$ cat config.mk
export PLATFORM = sky130hd
export DESIGN_NAME = axi4_lite_mem_arbiter
export DESIGN_NICKNAME = d
export VERILOG_FILES = /design/src/rtl/axi4_lite_mem_arbiter.sv
export SDC_FILE = /design/constraint.sdc
export NUM_CORES = 1
export LEC_CHECK = 0
export CELL_PAD_IN_SITES_DETAIL_PLACEMENT = 1
export CELL_PAD_IN_SITES_GLOBAL_PLACEMENT = 1
export CORE_AREA = 2 2 103 105
export DETAILED_ROUTE_END_ITERATION = 6
export DIE_AREA = 0 0 105 107
export DONT_BUFFER_PORTS = 1
export PLACE_DENSITY_LB_ADDON = 0.1
export SYNTH_ARGS = -nofsm -noshare
export SYNTH_HDL_FRONTEND = slang
export SYNTH_SLANG_ARGS = --single-unit
export TNS_END_PERCENT = 20
$ cat constraint.sdc
create_clock -name clk_i -period 1.6 [get_ports clk_i]
set_clock_uncertainty 0.2 [all_clocks]
set_input_delay 0.32 -clock clk_i [delete_from_list [all_inputs] [get_ports clk_i]]
set_output_delay 0.32 -clock clk_i [all_outputs]
set_load 0.02 [all_outputs]
$ cat src/rtl/axi4_lite_mem_arbiter.sv
// Round-robin arbiter sharing one memory port between the AXI4-Lite slave's read and write paths.
// Define AXI_MEM_TIMEOUT_EN to abandon accesses after TIMEOUT_CYCLES without mem_ready_i.
module axi4_lite_mem_arbiter #(
  parameter int unsigned ADDR_WIDTH     = 64,
  parameter int unsigned DATA_WIDTH     = 32,
  parameter int unsigned TIMEOUT_CYCLES = 16
) (
  input  logic                  clk_i,
  input  logic                  arst_ni,
  input  logic                  read_request_i,
  input  logic                  write_request_i,
  input  logic [ADDR_WIDTH-1:0] addr_i,
  input  logic [DATA_WIDTH-1:0] wdata_i,
  output logic                  start_read_o,
  output logic                  start_write_o,
  output logic                  successful_access_o,
  output logic                  successful_read_o,
  output logic                  successful_write_o,
  output logic [DATA_WIDTH-1:0] data_o,
  output logic                  mem_req_o,
  output logic                  mem_we_o,
  output logic [ADDR_WIDTH-1:0] mem_addr_o,
  output logic [DATA_WIDTH-1:0] mem_wdata_o,
  input  logic                  mem_ready_i,
  input  logic                  mem_err_i,
  input  logic [DATA_WIDTH-1:0] mem_rdata_i
);

  if (TIMEOUT_CYCLES < 2) begin : g_bad_timeout
    $error("TIMEOUT_CYCLES must be at least 2");
  end

  typedef enum logic [1:0] {StIdle, StRead, StWrite, StDone} state_e;

  state_e                state_q, state_d;
  logic                  prio_q, prio_d;         // 1 favours write on contention
  logic                  status_q, status_d;
  logic                  served_rd_q, served_rd_d;
  logic [DATA_WIDTH-1:0] data_q, data_d;

`ifdef AXI_MEM_TIMEOUT_EN
  localparam int unsigned CntW = $clog2(TIMEOUT_CYCLES) + 1;
  logic [CntW-1:0] cnt_q, cnt_d;
  logic            timeout;
  assign timeout = (cnt_q == CntW'(TIMEOUT_CYCLES - 1));
`endif

  assign mem_addr_o  = addr_i;
  assign mem_wdata_o = wdata_i;
  assign data_o      = data_q;

  always_comb begin
    state_d             = state_q;
    prio_d              = prio_q;
    status_d            = status_q;
    served_rd_d         = served_rd_q;
    data_d              = data_q;
    start_read_o        = 1'b0;
    start_write_o       = 1'b0;
    mem_req_o           = 1'b0;
    mem_we_o            = 1'b0;
    successful_access_o = 1'b0;
    successful_read_o   = 1'b0;
    successful_write_o  = 1'b0;
`ifdef AXI_MEM_TIMEOUT_EN
    cnt_d               = cnt_q;
`endif
    case (state_q)
      StIdle: begin
`ifdef AXI_MEM_TIMEOUT_EN
        cnt_d = '0;
`endif
        if (read_request_i && (!write_request_i || !prio_q)) begin
          state_d     = StRead;
          prio_d      = 1'b1;
          served_rd_d = 1'b1;
        end else if (write_request_i) begin
          state_d     = StWrite;
          prio_d      = 1'b0;
          served_rd_d = 1'b0;
        end
      end
      StRead, StWrite: begin
        start_read_o  = (state_q == StRead);
        start_write_o = (state_q == StWrite);
        mem_req_o     = 1'b1;
        mem_we_o      = (state_q == StWrite);
        if (mem_ready_i) begin
          state_d  = StDone;
          status_d = !mem_err_i;
          if (state_q == StRead) data_d = mem_rdata_i;
        end
`ifdef AXI_MEM_TIMEOUT_EN
        else if (timeout) begin
          state_d  = StDone;
          status_d = 1'b0;
        end else begin
          cnt_d = cnt_q + 1'b1;
        end
`endif
      end
      StDone: begin
        successful_read_o   = served_rd_q;
        successful_write_o  = !served_rd_q;
        successful_access_o = status_q;
        state_d             = StIdle;
      end
      default: state_d = StIdle;
    endcase
  end

  always_ff @(posedge clk_i or negedge arst_ni) begin
    if (!arst_ni) begin
      state_q     <= StIdle;
      prio_q      <= 1'b0;
      status_q    <= 1'b0;
      served_rd_q <= 1'b0;
      data_q      <= '0;
`ifdef AXI_MEM_TIMEOUT_EN
      cnt_q       <= '0;
`endif
    end else begin
      state_q     <= state_d;
      prio_q      <= prio_d;
      status_q    <= status_d;
      served_rd_q <= served_rd_d;
      data_q      <= data_d;
`ifdef AXI_MEM_TIMEOUT_EN
      cnt_q       <= cnt_d;
`endif
    end
  end

endmodule

Yosys cells after proc, flatten, opt, wreduce, memory -nomap -nowiden
Cells that the tools add are included.
{"block": "classes", "eq_ne": 5, "mux": 12, "n_reduce_logical": 12}
{"operator": "1-bit 2-to-1 mux", "n": 8}
{"operator": "2-bit 2-to-1 mux", "n": 3}
{"operator": "2-bit one-hot mux with 3 select lines", "n": 1}
{"operator": "2-bit AND reduction", "n": 3}
{"operator": "2-bit == test (second input constant)", "n": 2}
{"operator": "1-bit logical NOT", "n": 3}
{"operator": "3-bit != test (second input constant)", "n": 1}
{"operator": "3-bit AND reduction", "n": 1}
{"operator": "2-bit by 1-bit == test with 1-bit output (second input constant)", "n": 1}
{"operator": "2-bit logical NOT", "n": 1}
{"operator": "2-bit != test (second input constant)", "n": 1}
{"operator": "2-bit nonzero test", "n": 1}
{"operator": "2-bit OR reduction", "n": 1}
{"operator": "1-bit logical AND", "n": 1}
{"operator": "1-bit logical OR", "n": 1}
{"block": "word_totals", "register_bits": 36, "in_bits": 134, "output_inout_bits": 135, "wordCells": 33}

Longest topological paths before layout
Gate-level depths: netlist (run 1).
{"block": "logic_depth", "ltp_word": 5, "mapped_depth": 5}

Worst setup path before layout (run 1)
OpenSTA, ideal clock, no wires.
{"block": "synth_timing", "kind": "register to register", "startpoint": "register state_q[0]", "endpoint": "register state_q[1]", "setup_ns": 0.125, "t_arrival_ns": 1.566, "required_time_ns": 1.275, "slack_ns": -0.291, "path_stages_with_launch": 6, "period_less_slack_ns": 1.891, "path_cell_list": "dfrtp_1 > inv_1 > ha_1 > nor2b_1 > a21oi_1 > mux2_2"}
{"block": "synth_via", "elab_chain_len": 4}
{"item": "start: declaration", "line": "35", "text": "state_e state_q, state_d;"}
{"item": "start signal: assignment", "line": "114", "text": "state_q <= StIdle;"}
{"item": "start signal: assignment", "line": "123", "text": "state_q <= state_d;"}
{"item": "2-bit by 1-bit == test with 1-bit output or 2-bit == test (tied branches)", "line": "68", "text": "case (state_q)"}
{"item": "2-bit OR reduction", "line": "68"}
{"item": "2-bit != test (no source line)"}
{"item": "2-bit AND reduction (no source line)"}
Parallel ways exist; a longest one is shown, timed or not.
A chain may end at the register's enable or synchronous reset.

Final worst setup path (run 1)
{"block": "layout_timing", "startpoint": "register state_q[1]", "endpoint": "output port successful_write_o"}
{"block": "layout_via", "elab_chain_len": 2}
{"item": "2-bit == test", "line": "68"}
{"item": "1-bit 2-to-1 mux", "line": "68"}
{"item": "end: declaration", "line": "18", "text": "output logic successful_write_o,"}
No other way between the ends.

==> results of run 1 <==
==> metrics by stage <==
stage / setup TNS [ns] / setup slack (ns) / utilization, %
6_report: -4.07 / -0.149 / 25.2
5_1_grt: -5.99 / -0.207 / 25.2
4_1_cts: -2.28 / -0.171 / 24.2
3_5_place_dp: -0.150 / -0.0176 / 18.5
3_3_place_gp: 0 / 0.0126 / 18.5
2_1_floorplan: -0.0311 / -0.0311 / -
==> flip-flops by register name, summed over array words and instances, names as in the netlist <==
register	flops
served_rd_q	1
data_o	32
state_q	2
status_q	1
==> power by group through the flow <==
stage | Combinational [mW] | Clock, mW | Sequential, mW
finish | 2.22 | 0.881 | 2.30
global route | 2.39 | 0.961 | 2.36
CTS | 2.07 | 0.911 | 2.30
detailed placement | 1.79 | 0 | 2.30
global placement | 1.75 | 0 | 2.32
floorplan | 1.80 | 0 | 2.16
==> metal layers <==
metal	share of wire [%]	vias up
li1	-	449
met1	31	545
met2	50	134
met3	15	29
met4	3.9	0
met5	0	-
==> synth_stat cells <==
library cell | number | area share, %
sky130_fd_sc_hd__a21oi_1 | 2 | 0.42
sky130_fd_sc_hd__a31oi_1 | 3 | 0.79
sky130_fd_sc_hd__and2_1 | 2 | 0.53
sky130_fd_sc_hd__buf_12 | 3 | 2.5
sky130_fd_sc_hd__buf_4 | 97 | 31
sky130_fd_sc_hd__dfrtp_1 | 36 | 38
sky130_fd_sc_hd__ha_1 | 6 | 3.2
sky130_fd_sc_hd__inv_1 | 2 | 0.32
sky130_fd_sc_hd__mux2_2 | 3 | 1.4
sky130_fd_sc_hd__mux2_4 | 30 | 19
sky130_fd_sc_hd__mux2i_1 | 1 | 0.42
sky130_fd_sc_hd__nand2_1 | 3 | 0.48
sky130_fd_sc_hd__nand2_4 | 1 | 0.48
sky130_fd_sc_hd__nor2_1 | 2 | 0.32
sky130_fd_sc_hd__nor2b_1 | 3 | 0.79
sky130_fd_sc_hd__o21ai_0 | 1 | 0.21
==> cells by family after synthesis <==
kind of cell	synth area share (%)
AOI/OAI and AO/OA	1.43
and+or+nand+nor	2.60
DFF	38.2
buffers and inverters	33.7
muxes	20.9
adders and majority gates	3.18
==> final cells by class <==
cell class	count	area share (%)
Inverter	2	0.295
Clock buffer	7	3.78
Multi-Input combinational cell	57	29.7
Clock inverter	1	1.18
Timing Repair Buffer	52	23.0
Sequential cell	36	35.4
Tap cell	136	6.68
==> worst max-delay path by stage <==
stage	from	end	slack (ns)	cells after the start
final	state_q[1]	successful_write_o	-0.15	4
after global routing	state_q[0]	successful_write_o	-0.21	4
after CTS	state_q[0]	successful_write_o	-0.17	4
after detailed placement	state_q[1]	data_o[16]	-0.02	5
after global placement	state_q[1]	data_o[16]	0.01	5
after floorplan	state_q[1]	state_q[1]	-0.03	5
==> repair_timing <==
action,4_1_cts,5_1_grt
gates cloned,0,2
hold buffers,36,0
hold endpoints to repair,70,0
buffers inserted,1,3
pin swaps,3,1
gates resized for setup,17,4
setup endpoints to repair,21,41
==> cells in the final DEF, fill, tap and decap left out <==
cell type	n
sky130_fd_sc_hd__ha_1	2
sky130_fd_sc_hd__buf_6	6
sky130_fd_sc_hd__buf_12	4
sky130_fd_sc_hd__nand2_8	1
sky130_fd_sc_hd__nor2_1	2
sky130_fd_sc_hd__mux2_4	33
sky130_fd_sc_hd__ha_4	4
sky130_fd_sc_hd__inv_2	2
sky130_fd_sc_hd__dfrtp_1	36
sky130_fd_sc_hd__nand2_1	3
sky130_fd_sc_hd__a31oi_1	3
sky130_fd_sc_hd__a21oi_2	1
sky130_fd_sc_hd__nor2b_4	2
sky130_fd_sc_hd__bufinv_16	1
sky130_fd_sc_hd__nor2b_1	1
sky130_fd_sc_hd__mux2i_1	1
sky130_fd_sc_hd__a21oi_1	1
sky130_fd_sc_hd__buf_4	5
sky130_fd_sc_hd__o21ai_0	1
sky130_fd_sc_hd__clkbuf_8	7
sky130_fd_sc_hd__clkbuf_16	2
sky130_fd_sc_hd__dlygate4sd3_1	35
sky130_fd_sc_hd__and2_2	2
==> run summary, run 1 <==
The flow ran to the end, but the final reports show violations. The final reports fail on setup timing. The tools report the sequential cell fraction of total power as 42.6%. At the worst endpoint, the arrival time is 1.23 ns. The first routing iteration left 35 violations. The power per cell area is 2120 nW/um2, and the total of max-cap violations is 0.

The path class of the tightest hold or removal check is in2reg. The tools report the worst hold path startpoint as mem_ready_i. The die is 105 um wide. The static leakage was 1.18 nW. The largest buffer count on any clock path was 2. The worst setup path is launched from a register. The root buffer cell chosen for the clock tree is sky130_fd_sc_hd__clkbuf_8.

The signal on the critical path passes through buf_6 -> ha_4 -> nor2b_4 -> buf_6. The met3 demand-to-capacity share in global routing is 6.99%. Registers take 901 um2. Counting flops and latches in the post-synthesis netlist gives 36. Overall power consumption after layout is estimated at 5.40 mW. Internal power comes to 3.35 mW. The worst-case IR drop observed on VDD is 437 uV. For the number of cells in the design after placement, the log shows 241.

The total routing usage reported by global routing is 9.26%. The aggregate global routing overflow was 0. The number of antenna violations at the first check in global routing was 0. The floorplan has 37 rows. For this run, the number of Yosys warnings is 0. In this run, the clock network consumes 16.3% of the power.

Once placement finished, the instance area stood at 1870 um2. Number of hold-slack violations in the final timing report: 0. The largest single stage delay on the critical path is 0.40 ns. Summed over all nets, the switching power comes to 2.05 mW.

Setup repair after global routing could not meet its margin everywhere. The number of different library cells used by synthesis comes to 16. The vertical die dimension works out to 107 um.

Using the TritonRoute via totals, the vias-per-cell ratio works out to 3.98. The cell with the biggest individual delay on the critical path was sky130_fd_sc_hd__dfrtp_1. The run gives 756 um2 as the combined area of the multi-input logic cells. The combined buffer and inverter count along the critical path was 2. Synthesis produced a netlist whose cell count is 195.

TritonCTS built the clock tree. The post-synthesis net count was 335; the wire length per cell was 19.4 um. The transition time of the tightest slew-check pin is 0.274 ns. The pin count of the biggest net entering global routing is 37, and the H-tree depth is 2. The logs give 0.627 for the last weighted congestion value of the routability-driven placer and 294 for the number of nets in the layout. The tools report the post-layout worst setup margin as -0.149 ns. The count of buffers added on input and output ports is 0.

The run gives 0 as the post-detailed-route count of antenna-violating nets. In this run, CTS created clock tree buffers numbering 5. The worst setup path is captured at an output pin. Dividing the final minimum period by the clock period gives 109%.

The routed design has 5640 um of wire. Before antenna repair, the detailed router went through 3 iterations. Top cell family by delay on the critical path: flip-flops. The filler cells instantiated in the layout total 1092.

The switching share of power is 38.0%. For this run, the top clock speed supported by timing is 572 MHz. For the initial core utilization, the log shows 23.4%.

The cell area after synthesis is 2360 um2, and the layout overhead on the synthesized area is 7.84%. For the worst-skew pair, the clock arrives at the later sink with an insertion delay of 0.28 ns. Capture point of the worst reg-to-reg path: data_o[2]. In the final layout, the share of cells above drive strength 1 is 45.2%. Sequential elements use 38.2% of the synthesized area. Met2 usage in global routing: 15.4%. Counting stages on the worst path, the most repeated cell is sky130_fd_sc_hd__buf_6.

0 antenna diodes ended up in the layout. The category of the critical setup timing path was reg2out. The tools report the number of setup violations in the final report as 40. In this run the register-to-register setup slack is -0.13 ns. The routed design could run at a clock period as short as 1.75 ns. The worst hold path was traced through 2 stages.

The startpoint identified for the worst register-to-register timing path is state_q[0]. The tools report the required time of the critical path as 1.08 ns. The proportion of power drawn by combinational gates is 41.1%, and the clock-pin slew on the worst setup and hold paths is 0.08 ns. For this block, the via count after detailed routing is 1157.

Total DRC errors in the routed layout: 0. Worst hold endpoint: status_q. Measured in cells, the most critical reg-to-reg path has a length of 6. The tools report the wire length of the first global-routing pass as 7850 um.

The tools report the core footprint as 10100 um2. After routing the design area is 2550 um2. The via count of the first global-routing pass is 1295. The tools report the die footprint as 11200 um2. The met1 track demand over resource in global routing is 7.78%.

Summed over all nets, the half-perimeter wirelength after detailed placement is 3930 um. The smallest hold slack was 0.0199 ns; the maximum fanout along the worst path was 3. Clock tree synthesis found a total of 36 sinks. Worst slew margin relative to its limit: 81.7%. A synthesized cell averages 12.1 um2. Pin placement for this block handled 269 I/O pins. The layer carrying the most global-route usage was met2.

The finished layout holds 291 standard cells, fillers aside. The number of pins exceeding their max-slew limit in the final report was 0.
(Power assumes the default switching activity.)
==> run 2, diff against run 1 <==
- SKIP_LAST_GASP: default -> 1
==> run 2 against run 1 <==
Net effect: the run still ends with setup timing left; utilization shrank 0.51 points; wire length shrank 1.9%; sequential share of layout area grew 0.73 points; non-clock buffer count shrank 3; setup slack is essentially flat; hold slack gained 0.0028 ns; die area is the same; power shrank 2.7%; via count shrank 2.9%; global-route usage is essentially flat; count of clock-buffer cells in the layout is the same; combinational power shrank 6%; critical path type unchanged; largest cell class unchanged.
==> run summary, run 2 (same netlist as run 1, synthesis figures left out) <==
The number of hold-slack violations in the final timing report was 0 (unchanged). The share of layout cells above drive strength 1 works out to 44.1% (-1.1 points). The logs give 0 (unchanged) for the total DRC errors in the routed layout and 3930 um (unchanged) for the detailed-placement wirelength estimate. The later-pin clock latency in the skew report was 0.28 ns (about the same); the maximum fanout along the worst path was 3 (unchanged). The type of destination of the critical path was an output pin. CTS sink count: 36 (unchanged).

The part of the cycle the worst path needs was 109% (about the same). The critical path is of the reg2out type. The tools report the diode insertion count for antenna repair as 0 (unchanged). The checks that failed: setup timing.

The fmax came out at 572 MHz (about the same). The top cell family by delay on the critical path was flip-flops. Vertical die dimension: 107 um (unchanged).

The proportion of power drawn by combinational gates is 39.6% (-1.5 points). The critical path goes through buf_6 -> ha_4 -> nor2b_4 -> buf_6. The largest stage delay on the critical path was 0.41 ns (about the same); the last weighted congestion value of the routability-driven placer was 0.627 (unchanged). The tools report the internal power component as 3.25 mW (-3.1%). Setup repair after global routing could not meet its margin everywhere. The transition time of the tightest slew-check pin works out to 0.270 ns (-0.00420 ns).

The flow ran to the end, but the final reports show violations. The power per cell area is 2110 nW/um2 (-0.69%), and the number of detailed-routing iterations run before antenna repair is 4 (+1). The run gives 269 (unchanged) as the number of top-level pins. For the number of cells in the design after placement, the log shows 241 (unchanged). The number of vias per cell after detailed routing works out to 3.90 (-1.8%). The x dimension of the die came out at 105 um (unchanged). The cell with the biggest individual delay on the critical path was sky130_fd_sc_hd__dfrtp_1. The arrival time reported for the critical path endpoint was 1.23 ns (about the same); the switching share of power was 38.2% (+0.26 points). The smallest hold slack is 0.0226 ns (+0.00278 ns).

The logs give 16.6% (+0.3 points) for the clock network power share and 0 (unchanged) for the post-detailed-route count of antenna-violating nets. In this run the clock root is driven by a sky130_fd_sc_hd__clkbuf_8. The run gives 9.27% (+0.014 points) as the total routing usage reported by global routing. TritonCTS built the clock tree.

The path class of the tightest hold or removal check is in2reg. The number of pins exceeding their max-slew limit in the final report was 0 (unchanged); the post-layout worst setup margin was -0.149 ns (-0.000352 ns). The static leakage was 1.16 nW (-2.1%); the total detailed-routing wirelength was 5530 um (-1.9%). The area growth from synthesis to layout is 5.67%. The aggregate global routing overflow was 0 (unchanged). Largest buffer count on any clock path: 2 (unchanged).

The library cell used most frequently in the layout, excluding fill and tap cells, is sky130_fd_sc_hd__dfrtp_1. For the pin count of the biggest net entering global routing, the log shows 37 (unchanged). The worst slew margin relative to its limit was 82.0% (+0.28 points). The required time of the critical path was 1.08 ns (about the same).

The wire length of the first global-routing pass came out at 7850 um (unchanged). Leaving out fill and tap cells, the most frequent cells in the layout are 36 x sky130_fd_sc_hd__dfrtp_1, 35 x sky130_fd_sc_hd__dlygate4sd3_1, 31 x sky130_fd_sc_hd__mux2_4, 7 x sky130_fd_sc_hd__clkbuf_8, 5 x sky130_fd_sc_hd__buf_12. The run gives 2 (unchanged) as the H-tree depth.

The minimum clock period is 1.75 ns (+0.000352 ns). For the number of nets in the layout, the log shows 291 (-1.0%). The number of setup violations in the final report came out at 41 (+2.5%). Number of filler cells placed in the layout: 1102 (+0.92%).

The tools report the category of the worst setup path launch point as a register. The combined area of the multi-input logic cells is 739 um2 (-2.2%), and the total number of vias is 1124 (-2.9%). The core footprint was 10100 um2 (unchanged); the number of buffers inserted by port buffering was 0 (unchanged). The tools report the number of cell rows as 37 (unchanged). Combined buffer and inverter count along the critical path: 2 (unchanged). The total of max-cap violations came out at 0 (unchanged). The run gives 0 (unchanged) as the number of antenna violations at the first check in global routing. The most numerous cell type found on the critical path is sky130_fd_sc_hd__buf_6. The sequential cell fraction of total power was 43.7% (+1.1 points). The maximum resistive drop on vdd is 411 uV (-5.9%), and the via count of the first global-routing pass is 1297 (+0.15%). The total negative slack for setup checks is -2.40 ns (+1.66 ns), and the number of clock buffers inserted by TritonCTS is 5 (unchanged). Initial core utilization: 23.4% (unchanged).

The total power draw was 5.25 mW (-2.7%); the final standard cell count with taps included and fillers excluded was 288 (-1.0%). The number of DRC violations after detailed-routing iteration 0 is 37 (+5.7%), and the storage element area is 901 um2 (unchanged). The run gives 24.7% (-0.51 points) as the share of the core filled with cells in the final layout. The clock-pin slew on the worst setup and hold paths is 0.08 ns (about the same). The net switching component of the power is 2.01 mW (-2.0%), and the die footprint is 11200 um2 (unchanged).

The wire length per cell is 19.2 um (-0.93%), and the flip-flop count of the largest register after layout is 32 (unchanged).
run 2: cell types whose count changed in the layout (fill, tap and decap cells not counted), sizes merged:
cell and delta:
buf -2, clkbuf -1
run 2: layer usage:
| layer | vias to the layer above | part of all wire (%) | track usage (%) |
|---|---|---|---|
| met4 | 0 | 4.4 | 6.19 |
| met2 | 136 | 49 | 15.1 |
| li1 | 444 | - | - |
| met1 | 513 | 31 | 7.97 |
| met5 | - | 0 | 0 |
| met3 | 31 | 15 | 6.93 |
run 2: worst register-to-register path, stage by stage, from the launching register on:
cell                      delay, ns
sky130_fd_sc_hd__dfrtp_1       0.41
sky130_fd_sc_hd__buf_4         0.16
sky130_fd_sc_hd__ha_4          0.16
sky130_fd_sc_hd__nand2_4       0.09
sky130_fd_sc_hd__buf_12        0.19
sky130_fd_sc_hd__mux2_2        0.36
run 2: worst paths after layout:
path | startpoint | endpoint | slack, ns | cells after the start
worst max register to register | state_q[0] | data_o[7] | -0.08 | 5
worst min register to register | status_q | status_q | 0.36 | 2
worst max-delay path | state_q[0] | successful_write_o | -0.15 | 4
min in group asynchronous | arst_ni | data_o[4] | 0.33 | 2
max in group asynchronous | arst_ni | data_o[0] | 0.68 | 2
worst min-delay path | mem_ready_i | status_q | 0.02 | 2
run 2: power groups by stage:
stage	clock network [mW]	registers, mW	logic, mW
after global placement	0	2.32	1.75
after floorplan	0	2.16	1.80
after detailed placement	0	2.30	1.79
final	0.875	2.30	2.08
after CTS	0.911	2.30	2.02
after global routing	0.960	2.35	2.25
run 2: area by class of cell:
class / instances / share of cell area [%]
Sequential cell: 36 / 36.1
Multi-Input combinational cell: 57 / 29.6
Timing Repair Buffer: 49 / 22.1
Tap cell: 136 / 6.82
Clock buffer: 7 / 3.86
Clock inverter: 1 / 1.20
Inverter: 2 / 0.301
run 2: what timing repair did:
item | 4_1_cts | 5_1_grt
setup endpoints to repair | 21 | 41
pin swaps | 2 | 1
gates cloned | 0 | 1
hold buffers | 36 | 0
gates resized for setup | 11 | 5
setup buffers | 1 | 1
endpoints found under the hold margin | 70 | 0
run 2: metrics by stage:
stage / setup slack [ns] / instance area (um2)
after global routing: -0.215 / 2490
after global placement: 0.0126 / 1870
after detailed placement: -0.0176 / 1870
after CTS: -0.171 / 2420
final: -0.149 / 2490
after floorplan: -0.0311 / 2390
==> run 3, diff against run 2 <==
- BUFFER_PORTS_ARGS: default -> -buffer_cell sky130_fd_sc_hd__buf_2
- CORE_AREA: 2 2 103 105 -> default
- CORE_MARGIN: default -> 2
- CORE_UTILIZATION: default -> 21
- DIE_AREA: 0 0 105 107 -> default
- DONT_BUFFER_PORTS: 1 -> default
==> run 3 against run 2 <==
Net effect: the run still ends with setup timing left; setup slack lost 0.019 ns; hold slack hardly changed; utilization is 1.3 points lower; global-route usage is 0.56 points lower; clock power shrank 28%; die area up 7.8%; power up 5.1%; count of clock-buffer cells in the layout shrank 1; sequential share of layout area shrank 0.73 points; register-to-register slack got worse by 0.02 ns; wire length grew 0.49%; critical path type unchanged.
==> run summary, run 3 (same netlist as run 1, synthesis figures left out) <==
The logs give 21.7% (-1.7 points) for the initial core utilization and 0 (unchanged) for the diode insertion count for antenna repair. Type of destination of the critical path: an output pin. The run gives 36 (unchanged) as the CTS sink count.

Setup repair after global routing could not meet its margin everywhere. The maximum resistive drop on vdd is 846 uV (+110%), and the wire length per cell is 16.6 um (-13%). Core footprint: 10900 um2 (+7.9%). The critical path ends at mem_req_o. For the required time of the critical path, the log shows 1.08 ns (about the same). The total number of vias came out at 1242 (+10%).

The number of hold-slack violations in the final timing report is 0 (unchanged), and the number of setup violations in the final report is 39 (-4.9%). The tools report the later-pin clock latency in the skew report as 0.28 ns (about the same). On the critical path, the stage with the largest delay is an instance of sky130_fd_sc_hd__dfrtp_2. Post-placement cell area: 2250 um2 (+20%).

The area growth from synthesis to layout is 8.00%. The category of the worst setup path launch point is a register. Clock-pin slew on the worst setup and hold paths: 0.08 ns (about the same). The worst setup slack for register-to-register paths came out at -0.10 ns (-0.02 ns).

The number of pins exceeding their max-slew limit in the final report was 0 (unchanged); the number of buffers inserted by port buffering was 76 (+76). The post-detailed-route count of antenna-violating nets is 0 (unchanged). The proportion of power drawn by combinational gates is 58.4% (+19 points), and the switching share of power is 38.2% (-0.084 points).

Total routing usage reported by global routing: 8.71% (-0.56 points). The H-tree depth is 2 (unchanged), and the post-layout worst setup margin is -0.168 ns (-0.0185 ns). The largest buffer count on any clock path was 2 (unchanged); the number of top-level pins was 269 (unchanged).

Share of layout cells above drive strength 1: 74.2% (+30 points). The worst slew margin relative to its limit came out at 72.7% (-9.3 points). The run gives 902 um2 (+0.14%) as the storage element area. In the layout the commonest cells are 69 x sky130_fd_sc_hd__buf_2, 35 x sky130_fd_sc_hd__dfrtp_1, 31 x sky130_fd_sc_hd__mux2_4, 11 x sky130_fd_sc_hd__buf_6, 6 x sky130_fd_sc_hd__buf_4. The combined buffer and inverter count along the critical path works out to 3 (+1).

The maximum fanout along the worst path came out at 4 (+1). The logs give 1375 (+6.0%) for the via count of the first global-routing pass and 1224 (+11%) for the number of filler cells placed in the layout. The arrival time reported for the critical path endpoint was 1.25 ns (+0.02 ns). The tools report the number of antenna violations at the first check in global routing as 0 (unchanged). The last weighted congestion value of the routability-driven placer is 0.692 (+10%).

The flip-flop count of the largest register after layout works out to 32 (unchanged). For the share of the core filled with cells in the final layout, the log shows 23.4% (-1.3 points). The number of detailed-routing iterations run before antenna repair is 2 (-2). The run finished, with violations left. TritonCTS built the clock tree. The run gives 24 (-35%) as the pin count of the biggest net entering global routing. Leaving out fill and tap cells, the most frequent cell in the layout is sky130_fd_sc_hd__buf_2.

In this run the critical register-to-register path is launched from state_q[0]. The tools report the number of clock buffers inserted by TritonCTS as 5 (unchanged). The run gives 334 (+15%) as the number of nets in the layout. The run gives 30.2% (-14 points) as the sequential cell fraction of total power. The tools report the startpoint of the worst setup timing path as state_q[0].

By instance count, the cell type seen most on the critical path is sky130_fd_sc_hd__buf_6. The largest stage delay on the critical path came out at 0.44 ns (+0.03 ns). The min-delay analysis places its worst path in the category in2reg. The logic depth of the worst register-to-register path works out to 5 (unchanged). Top cell family by delay on the critical path: flip-flops. For the clock network power share, the log shows 11.4% (-5.2 points). The post-route standard cell area excluding fillers is 2550 um2 (+2.2%), and the vertical die dimension is 110 um (+2.8%).

The transition time of the tightest slew-check pin came out at 0.409 ns (+0.139 ns). The number of DRC violations after detailed-routing iteration 0 is 47 (+27%), and the minimum clock period is 1.77 ns (+0.0185 ns). Net switching component of the power: 2.11 mW (+4.9%).

Buffer type at the clock tree root: sky130_fd_sc_hd__clkbuf_8. The run gives 566 MHz (-1.0%) as the fmax. The tools report the aggregate global routing overflow as 0 (unchanged). The worst setup path is of the reg2out kind. The power per cell area was 2170 nW/um2 (+2.9%). The depth of the critical timing path with buffers and inverters included was 4 (unchanged). The tools report the static leakage as 1.31 nW (+13%). The total detailed-routing wirelength is 5560 um (+0.49%), and the die footprint is 12100 um2 (+7.8%). The wire length of the first global-routing pass came out at 7820 um (-0.36%). Smallest hold slack: 0.0229 ns (+0.000276 ns). The x dimension of the die is 110 um (+4.8%). The checks that failed: setup timing.

The logs give 0 (unchanged) for the total of max-cap violations and 38 (+2.7%) for the number of cell rows. The combined area of the multi-input logic cells was 753 um2 (+1.9%). The total power draw is 5.53 mW (+5.1%).

Walking the worst path, the cells encountered are inv_2 -> ha_4 -> buf_6 -> buf_6. The detailed-placement wirelength estimate came out at 4110 um (+4.6%). The part of the cycle the worst path needs was 110% (+1.2 points); the internal power component was 3.42 mW (+5.3%). The capture point of the worst reg-to-reg path was data_o[28]. The total DRC errors in the routed layout was 0 (unchanged).

The number of vias per cell after detailed routing came out at 3.72 (-4.7%).
run 3: power by group through the flow:
stage                     clock network (mW)  logic [mW]  registers [mW]
after floorplan                            0        1.80            2.16
after global placement                     0        2.76            1.67
after detailed placement                   0        2.79            1.67
after CTS                              0.682        3.00            1.66
after global routing                   0.721        3.47            1.74
final                                  0.628        3.23            1.67
run 3: per-layer routing:
layer | up-vias | part of all wire [%] | track usage, %
li1 | 530 | - | -
met3 | 30 | 10 | 3.41
met2 | 79 | 51 | 14.4
met4 | 0 | 3.5 | 5.61
met5 | - | 0 | 0
met1 | 603 | 36 | 9.21
run 3: worst min path at each step:
| stage | startpoint | end | slack (ns) | cells past startpoint |
|---|---|---|---|---|
| floorplan | arst_ni | data_o[0] | -0.18 | 0 |
| global placement | arst_ni | data_o[31] | 0.06 | 1 |
| detailed placement | arst_ni | data_o[31] | 0.08 | 1 |
| CTS | mem_err_i | status_q | 0.01 | 2 |
| global route | mem_err_i | status_q | 0.03 | 2 |
| finish | mem_err_i | status_q | 0.02 | 2 |
run 3: through the flow:
stage                     setup TNS [ns]  setup slack [ns]  cells
after floorplan                  -0.0311           -0.0311    195
after global placement           -0.0109           -0.0109    318
after detailed placement          -0.175           -0.0234    318
after CTS                          -5.42            -0.202    329
after global routing               -5.12            -0.229    334
final                              -3.01            -0.168    334
run 3: what timing repair did:
item                                   in CTS  in global routing
gates resized for setup                    16                 15
gates cloned                                0                  2
endpoints found under the hold margin      13                  0
setup endpoints to repair                  38                 41
hold buffers                                1                  0
buffers inserted                            3                  3
pin swaps                                   0                  2
run 3: area by class of cell:
class | instances | share of cell area [%]
clock inverter | 1 | 0.196
timing repair buffer | 92 | 24.9
tap | 140 | 6.87
inverter | 2 | 0.294
clock buffer | 6 | 2.85
sequential | 36 | 35.4
multi-input combinational | 57 | 29.5
